## src/rtl/perm_gen_if.sv

```systemverilog
// Stream and load handshake between perm_gen and the consumer of its permutation words.
// The master modport belongs to the consumer; perm_gen takes the slave modport.
interface perm_gen_if #(
    parameter int W  = 3,
    parameter int K  = 4,
    parameter int CW = 5
);
    logic            start;
    logic [W*K-1:0]  sel;
    logic [W*K-1:0]  prm;
    logic            valid;
    logic            ready;
    logic [CW-1:0]   cnt;
    logic            last;
    logic            busy;
    logic            err;

    modport master (
        output start, sel, ready,
        input  prm, valid, cnt, last, busy, err
    );

    modport slave (
        input  start, sel, ready,
        output prm, valid, cnt, last, busy, err
    );
endinterface

```

## src/rtl/perm_gen.sv

```systemverilog
// perm_gen: walks every ordering of CLB_K source indices in lexicographic order, one per handshake.
// Define PERM_GEN_CHECK_EN to reject non-ascending or out-of-range sel at load time.
`ifndef CLB_N
`define CLB_N 6
`endif
`ifndef CLB_M
`define CLB_M 2
`endif
`ifndef CLB_K
`define CLB_K 4
`endif

module perm_gen #(
    parameter int CLB_N = `CLB_N,
    parameter int CLB_M = `CLB_M,
    parameter int CLB_K = `CLB_K
) (
    input  logic      clk,
    input  logic      rst,
    perm_gen_if.slave io_bus
);
    function automatic int fact(input int n);
        int f;
        f = 1;
        for (int m = 2; m <= n; m++) f = f * m;
        return f;
    endfunction

    localparam int NSRC = CLB_M + CLB_N;
    localparam int W    = $clog2(NSRC);
    localparam int CW   = $clog2(fact(CLB_K));
    localparam int IW   = $clog2(CLB_K);

    typedef logic [CLB_K-1:0][W-1:0] arr_t;

    typedef enum logic [2:0] {
        S_IDLE = 3'd0,
        S_EMIT = 3'd1,
        S_FIND = 3'd2,
        S_SWAP = 3'd3,
        S_REV  = 3'd4
    } state_t;

    // Non-increasing order means this is the final permutation of the sweep.
    function automatic logic is_desc(input arr_t a);
        logic d;
        d = 1'b1;
        for (int e = 0; e < CLB_K - 1; e++) begin
            if (a[e] < a[e+1]) d = 1'b0;
            else               d = d;
        end
        return d;
    endfunction

`ifdef PERM_GEN_CHECK_EN
    function automatic logic sel_ok(input arr_t a);
        logic ok;
        ok = 1'b1;
        for (int e = 0; e < CLB_K; e++) begin
            if (int'(a[e]) >= NSRC) ok = 1'b0;
            else                    ok = ok;
        end
        for (int e = 0; e < CLB_K - 1; e++) begin
            if (a[e] >= a[e+1]) ok = 1'b0;
            else                ok = ok;
        end
        return ok;
    endfunction
`endif

    arr_t          r_a;
    arr_t          w_a_nxt;
    arr_t          w_sel;
    state_t        r_state;
    logic [IW-1:0] r_i, r_j, r_lo, r_hi;
    logic [IW-1:0] w_fi, w_fj;
    logic [IW:0]   w_gap;
    logic [CW-1:0] r_cnt;
    logic          r_valid, r_last, r_busy;
    logic          w_sel_ok, w_load;

    assign w_sel  = io_bus.sel;
    assign w_load = (r_state == S_IDLE) && io_bus.start && w_sel_ok;
    assign w_gap  = {1'b0, r_hi} - {1'b0, r_lo};

`ifdef PERM_GEN_CHECK_EN
    logic r_err;
    assign w_sel_ok   = sel_ok(w_sel);
    assign io_bus.err = r_err;
`else
    assign w_sel_ok   = 1'b1;
    assign io_bus.err = 1'b0;
`endif

    assign io_bus.prm   = r_a;
    assign io_bus.valid = r_valid;
    assign io_bus.cnt   = r_cnt;
    assign io_bus.last  = r_last;
    assign io_bus.busy  = r_busy;

    // Pivot i (rightmost ascent) and swap partner j (rightmost entry above a[i]).
    always_comb begin
        w_fi = '0;
        w_fj = '0;
        for (int e = 0; e < CLB_K - 1; e++) begin
            if (r_a[e] < r_a[e+1]) w_fi = IW'(e);
            else                   w_fi = w_fi;
        end
        for (int e = 1; e < CLB_K; e++) begin
            if ((e > int'(w_fi)) && (r_a[e] > r_a[w_fi])) w_fj = IW'(e);
            else                                          w_fj = w_fj;
        end
    end

    // Next working array: load, pivot swap, or one step of the suffix reversal.
    always_comb begin
        w_a_nxt = r_a;
        case (r_state)
            S_IDLE: begin
                if (w_load) w_a_nxt = w_sel;
                else        w_a_nxt = r_a;
            end
            S_SWAP: begin
                w_a_nxt[r_i] = r_a[r_j];
                w_a_nxt[r_j] = r_a[r_i];
            end
            S_REV: begin
                w_a_nxt[r_lo] = r_a[r_hi];
                w_a_nxt[r_hi] = r_a[r_lo];
            end
            default: w_a_nxt = r_a;
        endcase
    end

    // Control FSM; last is registered from the array value entering EMIT.
    always_ff @(posedge clk or posedge rst) begin
        if (rst) begin
            r_state <= S_IDLE;
            r_a     <= '0;
            r_cnt   <= '0;
            r_valid <= 1'b0;
            r_last  <= 1'b0;
            r_busy  <= 1'b0;
            r_i     <= '0;
            r_j     <= '0;
            r_lo    <= '0;
            r_hi    <= '0;
`ifdef PERM_GEN_CHECK_EN
            r_err   <= 1'b0;
`endif
        end else begin
            r_a <= w_a_nxt;
            case (r_state)
                S_IDLE: begin
                    if (io_bus.start) begin
`ifdef PERM_GEN_CHECK_EN
                        r_err <= ~w_sel_ok;
`endif
                        if (w_sel_ok) begin
                            r_cnt   <= '0;
                            r_valid <= 1'b1;
                            r_busy  <= 1'b1;
                            r_last  <= is_desc(w_a_nxt);
                            r_state <= S_EMIT;
                        end
                    end
                end
                S_EMIT: begin
                    if (io_bus.ready) begin
                        r_valid <= 1'b0;
                        if (r_last) begin
                            r_last  <= 1'b0;
                            r_busy  <= 1'b0;
                            r_state <= S_IDLE;
                        end else begin
                            r_cnt   <= r_cnt + CW'(1);
                            r_state <= S_FIND;
                        end
                    end
                end
                S_FIND: begin
                    r_i     <= w_fi;
                    r_j     <= w_fj;
                    r_lo    <= w_fi + IW'(1);
                    r_hi    <= IW'(CLB_K - 1);
                    r_state <= S_SWAP;
                end
                S_SWAP: begin
                    if (r_lo < r_hi) begin
                        r_state <= S_REV;
                    end else begin
                        r_valid <= 1'b1;
                        r_last  <= is_desc(w_a_nxt);
                        r_state <= S_EMIT;
                    end
                end
                S_REV: begin
                    r_lo <= r_lo + IW'(1);
                    r_hi <= r_hi - IW'(1);
                    if (int'(w_gap) <= 2) begin
                        r_valid <= 1'b1;
                        r_last  <= is_desc(w_a_nxt);
                        r_state <= S_EMIT;
                    end
                end
                default: r_state <= S_IDLE;
            endcase
        end
    end
endmodule
```

## src/flat_wrapper.sv

```systemverilog
// flat-port wrapper written by rule: the top's interface ports become plain ports
module perm_gen_flat 
#(
    parameter int CLB_N = `CLB_N,
    parameter int CLB_M = `CLB_M,
    parameter int CLB_K = `CLB_K
)
  (clk, rst, io_bus_start, io_bus_sel, io_bus_ready, io_bus_prm, io_bus_valid, io_bus_cnt, io_bus_last, io_bus_busy, io_bus_err);
  perm_gen_if io_bus_i ();
  input  logic clk;
  input  logic rst;
  input wire logic [$bits(io_bus_i.start)-1:0] io_bus_start;
  input wire logic [$bits(io_bus_i.sel)-1:0] io_bus_sel;
  input wire logic [$bits(io_bus_i.ready)-1:0] io_bus_ready;
  output wire logic [$bits(io_bus_i.prm)-1:0] io_bus_prm;
  output wire logic [$bits(io_bus_i.valid)-1:0] io_bus_valid;
  output wire logic [$bits(io_bus_i.cnt)-1:0] io_bus_cnt;
  output wire logic [$bits(io_bus_i.last)-1:0] io_bus_last;
  output wire logic [$bits(io_bus_i.busy)-1:0] io_bus_busy;
  output wire logic [$bits(io_bus_i.err)-1:0] io_bus_err;
  assign io_bus_i.start = io_bus_start;
  assign io_bus_i.sel = io_bus_sel;
  assign io_bus_i.ready = io_bus_ready;
  assign io_bus_prm = io_bus_i.prm;
  assign io_bus_valid = io_bus_i.valid;
  assign io_bus_cnt = io_bus_i.cnt;
  assign io_bus_last = io_bus_i.last;
  assign io_bus_busy = io_bus_i.busy;
  assign io_bus_err = io_bus_i.err;
  perm_gen #(.CLB_N(CLB_N), .CLB_M(CLB_M), .CLB_K(CLB_K)) u_core (.clk(clk), .rst(rst), .io_bus(io_bus_i));
endmodule
```

## config.mk

```make
export PLATFORM = sky130hd
export DESIGN_NAME = perm_gen_flat
export DESIGN_NICKNAME = d
export VERILOG_FILES = /design/src/rtl/perm_gen_if.sv /design/src/rtl/perm_gen.sv /design/src/flat_wrapper.sv
export SDC_FILE = /design/constraint.sdc
export NUM_CORES = 1
export LEC_CHECK = 0
export ABC_CLOCK_PERIOD_IN_PS = 9450
export CORE_MARGIN = 4
export CORE_UTILIZATION = 25
export CTS_CLUSTER_SIZE = 20
export DETAILED_ROUTE_END_ITERATION = 10
export PLACE_DENSITY = 0.52
export REMOVE_ABC_BUFFERS = 1
export SKIP_CTS_REPAIR_TIMING = 1
export SLEW_MARGIN = 10
export SYNTH_ARGS = -nofsm -noshare
export SYNTH_HDL_FRONTEND = slang
export SYNTH_SLANG_ARGS = --single-unit
```

## constraint.sdc

```tcl
create_clock -name clk -period 9.45 [get_ports clk]
set_clock_uncertainty 0.05 [all_clocks]
set_input_delay 1.4175 -clock clk [delete_from_list [all_inputs] [get_ports clk]]
set_output_delay 1.4175 -clock clk [all_outputs]
set_load 0.03 [all_outputs]
```

==> impl_metrics.csv <==
group,metric,value,unit
critical_path,cp.required,9570,ps
grt,antenna_found_initial,0,
routing,antenna_left,0,
die,start_util,25.44,%
sta,rsz0062_at_grt,"no",
yosys,synth-seq-cells,31,
die,fp.dieH,121.1,um
yosys,ys.flop_type,"dfrtp_1",
routing,first_pass_iters,5,
sta,max_freq,233.0,MHz
yosys,synth_edf_count,0,
sta,slew_violations,0,
cells_and_area,syn_to_final_growth,19.06,%
sta,layout_min_cycle_time,4292,ps
run_status,status,"completed",
grt,grt_pass1_wl,16760,um
power_and_ir_drop,power,1.665,mW
critical_path,rr_startpoint,"u_core.io_bus.prm[7]",
routing,drc_errors,0,
place,place.gp.congestion,0.9179,
grt,grt_max_degree,32,
place,io_buffer_count,35,
cells_and_area,instances_no_fill,578,
critical_path,crit_arrival,4410,ps
critical_path,worstSetupEndpoint,"u_core.io_bus.last",
power_and_ir_drop,p_seq_share,22.3,%
power_and_ir_drop,switching_power,877.4,uW
critical_path,path_class,"primary input to flip-flop",
cells_and_area,n_fill_cell,1350,
place,dp.cells,571,
die,die_area,0.01466,mm^2
power_and_ir_drop,max-vdd-ir-drop,130.3,uV
sta,finalHoldViolations,0,
die,num_rows,41,
die,core_area,0.01257,mm^2
clocking,numCtsBuffers,5,
yosys,yosys_warnings,0,
power_and_ir_drop,p_int,788.0,uW
clocking,clockRootBuffer,"clkbuf_16",
cells_and_area,n_antenna_cell,0,
sta,worst_pin_slew,670.2,ps
power_and_ir_drop,pwr_density_cell,437.6,mW/mm^2
power_and_ir_drop,switching_share,52.68,%
critical_path,end_kind,"flip-flop",
routing,avgRoutedWirePerCell,18.06,um
cells_and_area,drive_above_1_share,8.374,%
power_and_ir_drop,combPwrFrac,68.2,%
clocking,htreeDepth,2,
routing,wl,10440,um
yosys,synth_area,0.003197,mm^2
routing,drt_iter0_drc,288,
yosys,synth_cell_types,65,
routing,via_per_inst,5.452,
critical_path,critPathLaunch,"io_bus_start",
clocking,clock_sinks,31,
critical_path,cp-start-kind,"primary input",
grt,grt_overflow,0,
critical_path,cp_max_fo,10,
grt,grt_usage,14.36,%
power_and_ir_drop,pwr-share-clk,9.5,%
yosys,synthArstFlopShare,100.0,%
clocking,clockBufferDepth,2,
sta,setup_viol,0,
sta,relSlewSlack,55.32,%
critical_path,rr_worst_depth,13,
routing,vias,3151,
place,dpl.hpwl,7692,um
flow_run,max_cap_violations,0,
critical_path,regToRegEndpoint,"u_core.r_j[0]",
yosys,yosysSeqAreaShare,24.27,%
die,die_x,121.1,um
worst_hold_path,hold_class,"flip-flop to flip-flop",
sta,fin_crit_sh,45.42,%
grt,grt_pass1_vias,3037,
clocking,clk_pin_slew,50,ps
cells_and_area,nets,443,
yosys,syn_inst,387,
critical_path,regToRegSetupSlack,5740,ps
clocking,clock_latency,270,ps
yosys,synth_area_per_cell,8.261,um^2
clocking,cts_tree,"done",
sta,tns,0,ps
die,ios,37,
power_and_ir_drop,power.leakage,1.543,nW
==> registers in the layout, summed over array words and instances (netlist names) <==
signal,cells
u_core.io_bus.busy,1
u_core.io_bus.cnt,5
u_core.io_bus.last,1
u_core.io_bus.prm,12
u_core.io_bus.valid,1
u_core.r_hi,2
u_core.r_i,2
u_core.r_j,2
u_core.r_lo,2
u_core.r_state,3
==> worst min-delay path by stage <==
stage,cells past startpoint,slack (ps),endpoint,from
after detailed placement,1,450,u_core.io_bus.busy,u_core.io_bus.busy
after global routing,1,480,u_core.io_bus.busy,u_core.io_bus.busy
final,1,460,u_core.io_bus.busy,u_core.io_bus.busy
after CTS,1,470,u_core.io_bus.busy,u_core.io_bus.busy
after floorplan,1,570,u_core.r_hi[0],u_core.r_hi[0]
after global placement,1,450,u_core.io_bus.busy,u_core.io_bus.busy
==> power by group through the flow <==
stage | logic, mW | clock network (mW) | registers (mW)
after floorplan | 0.783 | 0 | 0.365
after global placement | 1.11 | 0 | 0.373
after detailed placement | 1.12 | 0 | 0.372
after CTS | 1.13 | 0.162 | 0.370
after global routing | 1.26 | 0.169 | 0.389
final | 1.14 | 0.158 | 0.372
==> Yosys cell counts, types with 4 or more instances <==
master,count,area (um^2)
a211oi_1,5,37.54
a21o_1,7,52.55
a21oi_1,29,145.1
a22o_1,4,35.03
a22oi_1,4,30.03
buf_2,4,20.02
clkbuf_1,15,56.30
dfrtp_1,31,775.7
ha_1,20,250.2
inv_1,18,67.56
mux2_2,5,56.30
mux2i_1,15,150.1
mux4_2,10,225.2
nand2_1,42,157.7
nand2b_1,10,62.56
nand3_1,10,50.05
nor2_1,37,138.9
nor2b_1,5,31.28
nor3_1,10,50.05
o211ai_1,4,30.03
o21ai_0,23,115.1
o22ai_1,5,31.28
or3_1,4,25.02
==> through the flow <==
step / cell area (um^2) / util (%) / setup WS [ps] / hold WS, ps
6_report: 3806 / 30.28 / 5158 / 462.6
5_1_grt: 3806 / 30.28 / 4912 / 483.9
4_1_cts: 3806 / 30.28 / 5147 / 469.9
3_5_place_dp: 3662 / 29.14 / 4893 / 454.7
3_3_place_gp: 3662 / 29.14 / 5016 / 451.1
2_1_floorplan: 3075 / - / 5016 / 568.4
==> placed cells by master, fill, tap and decap left out, types with 15 or more instances in the layout <==
cell,count
dfrtp_1,31
nand2_1,42
a21oi_1,29
inv_1,18
mux2i_1,15
nor2_1,37
ha_1,20
clkdlybuf4s50_1,35
o21ai_0,23
==> metal layers <==
layer / GRT usage [%] / wire [um] / up-vias
li1: - / - / 1467
met1: 21.28 / 4733 / 1528
met2: 22.79 / 4805 / 144
met3: 2.005 / 814 / 12
met4: 1.771 / 82 / 0
met5: 0 / 0 / -
==> critical path, cell delays in order <==
cell and delay [ps]:
clkdlybuf4s50_1 460, or4_1 530, a21oi_2 470, a222oi_1 180, and2_1 210, ha_1 270
o21a_1 110, o22ai_1 70, nor4_1 280, nand2_1 100, o41ai_2 320
==> cells by family after synthesis <==
| logic type | after synthesis | share of synthesized area [%] |
|---|---|---|
| compound gates | 120 | 25.95 |
| xor+xnor | 3 | 0.8221 |
| fa+ha+maj | 23 | 9.080 |
| buf+inv | 45 | 6.145 |
| flops | 31 | 24.27 |
| mux | 30 | 13.50 |
| other cells | 1 | 0.1173 |
| simple gates | 134 | 20.12 |
==> layout make-up <==
class | instances | area (um^2) | area share, %
sequential | 31 | 775.7 | 20.38
clock inverter | 1 | 5.005 | 0.1315
timing repair buffer | 37 | 365.4 | 9.599
multi-input combinational | 311 | 2231 | 58.61
tap | 172 | 215.2 | 5.654
inverter | 20 | 75.07 | 1.972
clock buffer | 6 | 138.9 | 3.649
(Power assumes the default switching activity.)
==> RTL change (same settings) <==
Add a define of `PERM_GEN_CHECK_EN`.
--- a/src/rtl/perm_gen.sv
+++ b/src/rtl/perm_gen.sv
@@ -1,4 +1,6 @@
 // perm_gen: walks every ordering of CLB_K source indices in lexicographic order, one per handshake.
 // Define PERM_GEN_CHECK_EN to reject non-ascending or out-of-range sel at load time.
+`define PERM_GEN_CHECK_EN
+
 `ifndef CLB_N
 `define CLB_N 6
Check against the original RTL: not equivalent (Yosys sat finds a counterexample within 4 cycles, from zero or initial values and one cycle with rst high).
==> RTL change against the original RTL <==
Final area rose by 4.7%. Final cell count up 4.7%. Global-route usage is 0.56 points higher. Fmax down 9.4%. Critical path depth up 4. Wire length rose by 5.7%. Power down 3.5%. Synthesized area grew 3.4%. Setup slack got worse by 0.45 ns. Non-clock buffer count unchanged. Utilization rose by 0.91 points. Sequential cell count is 1 higher. Critical endpoint unchanged.
==> RTL change: results (changes against the original RTL) <==
** Detailed routing
- The initial DRC count was 195 (-32%).
- The via count is 3177 (+0.83%).
- The wire length on met3 came to 797 um (-2.1%).
- Number of detailed-route iterations in the first pass :: 4 (-1)
- The amount of wire on met2 after detailed routing was 4810 um (+0.19%).
- The sum of routed wire segments on met1 was 5280 um (+12%).
- The routed length per instance was 18.2 um (+0.98%).

** Place
- The half-perimeter wire length after placement is 8170 um (+6.2%).
- Number of input and output port buffers inserted :: 36 (+2.9%)
- The number of cells in the design after placement came to 597 (+4.6%).
- The cell area after placement is 3820 sq um (+4.3%).

** Worst setup path
- The largest fanout on the critical path came to 4 (-6).
- The cell count of the worst reg-to-reg path was 15 (+2).
- Delay of the slowest cell on the worst path :: 0.55 ns (+0.02 ns)
- Max stage delay cell, worst path :: sky130_fd_sc_hd__clkdlybuf4s50_1
- Worst R2R Setup Slack :: 5.91 ns (+0.17 ns)

** Synth
- Post-synth cell types :: 49 (-25%)
- XOR/XNOR share of the synthesized area :: 0.00795 (-0.000268)
- The adder-cell share of the synthesized area was 0.139 (+0.0478).
- Post-synthesis sequential area ratio :: 0.242 (-0.000329)
- Multiplexer share of the synthesized area :: 0.101 (-0.0339)
- Mapped Avg Cell Area :: 8.18 sq um (-0.98%)

** Layout
- The fill cell instance count of the final layout is 1338 (-0.89%).
- Layout cells sized above 1 :: 0.0739 (-0.00984)
- The number of standard cells in the final layout excluding fillers was 605 (+4.7%).
- # nets final :: 484 (+9.3%)

** Outcome
- The run finished with clean final reports.

** Worst hold path
- Hold wc startpoint :: u_core.io_bus.valid$_DFFE_PP0P_

** Global routing
- The wire length of the first global-routing pass was 17600 um (+5.1%).
- GRT Util Overall :: 0.149 (+0.00562)
- GR Util met1 :: 0.218 (+0.00506)
- Met3 global-route usage :: 0.0325 (+0.0124)
- Vias in the first global route :: 3063 (+0.86%)

** STA
- The final-layout worst hold slack was 0.438 ns (-0.0243 ns).
- The transition time at the pin with the least slew margin is 0.849 ns (+0.178 ns).

** Pwr
- Maximum VDD drop :: 209 uV (+60%)
## RTL change: changes by cell type after synthesis, sizes merged, moves of 7 or more
| cell | change |
|---|---|
| inv | +15 |
| nor3 | -7 |
| ha | +15 |
| a221oi | +7 |
| mux2i | -9 |
| a211oi | +10 |
## RTL change: cell type report
cell class	count	area (sq um)	area share
tap	172	215	0.0540
sequential	32	801	0.201
clock inverter	2	35.0	0.00879
inverter	35	131	0.0330
timing repair buffer	37	368	0.0923
multi-input combinational	321	2310	0.579
clock buffer	6	129	0.0323
## RTL change: report_power, final
| part | total (W) | switching [W] | internal, W |
|---|---|---|---|
| sequential | 0.000375 | 0.000181 | 0.000194 |
| clock | 0.000189 | 0.0000648 | 0.000124 |
| combinational | 0.00104 | 0.000597 | 0.000445 |
## RTL change: worst max-delay path by stage
| stage | depth (start not counted) | endpoint | from | slack [ns] |
|---|---|---|---|---|
| after floorplan | 14 | u_core.io_bus.last$_DFFE_PP0P_ | io_bus_sel[5] | 5.35 |
| after CTS | 15 | u_core.io_bus.last$_DFFE_PP0P_ | io_bus_sel[5] | 4.72 |
| after global placement | 15 | u_core.io_bus.last$_DFFE_PP0P_ | io_bus_sel[5] | 4.50 |
| after detailed placement | 15 | u_core.io_bus.last$_DFFE_PP0P_ | io_bus_sel[5] | 4.45 |
| after global routing | 15 | u_core.io_bus.last$_DFFE_PP0P_ | io_bus_sel[5] | 4.46 |
| final | 15 | u_core.io_bus.last$_DFFE_PP0P_ | io_bus_sel[5] | 4.71 |
## RTL change: metrics by stage
stage / worst slack (ns) / power (W)
final: 4.71 / 0.00161
after global routing: 4.46 / 0.00176
after CTS: 4.72 / 0.00160
after detailed placement: 4.45 / 0.00140
after global placement: 4.50 / 0.00139
after floorplan: 5.35 / 0.00107
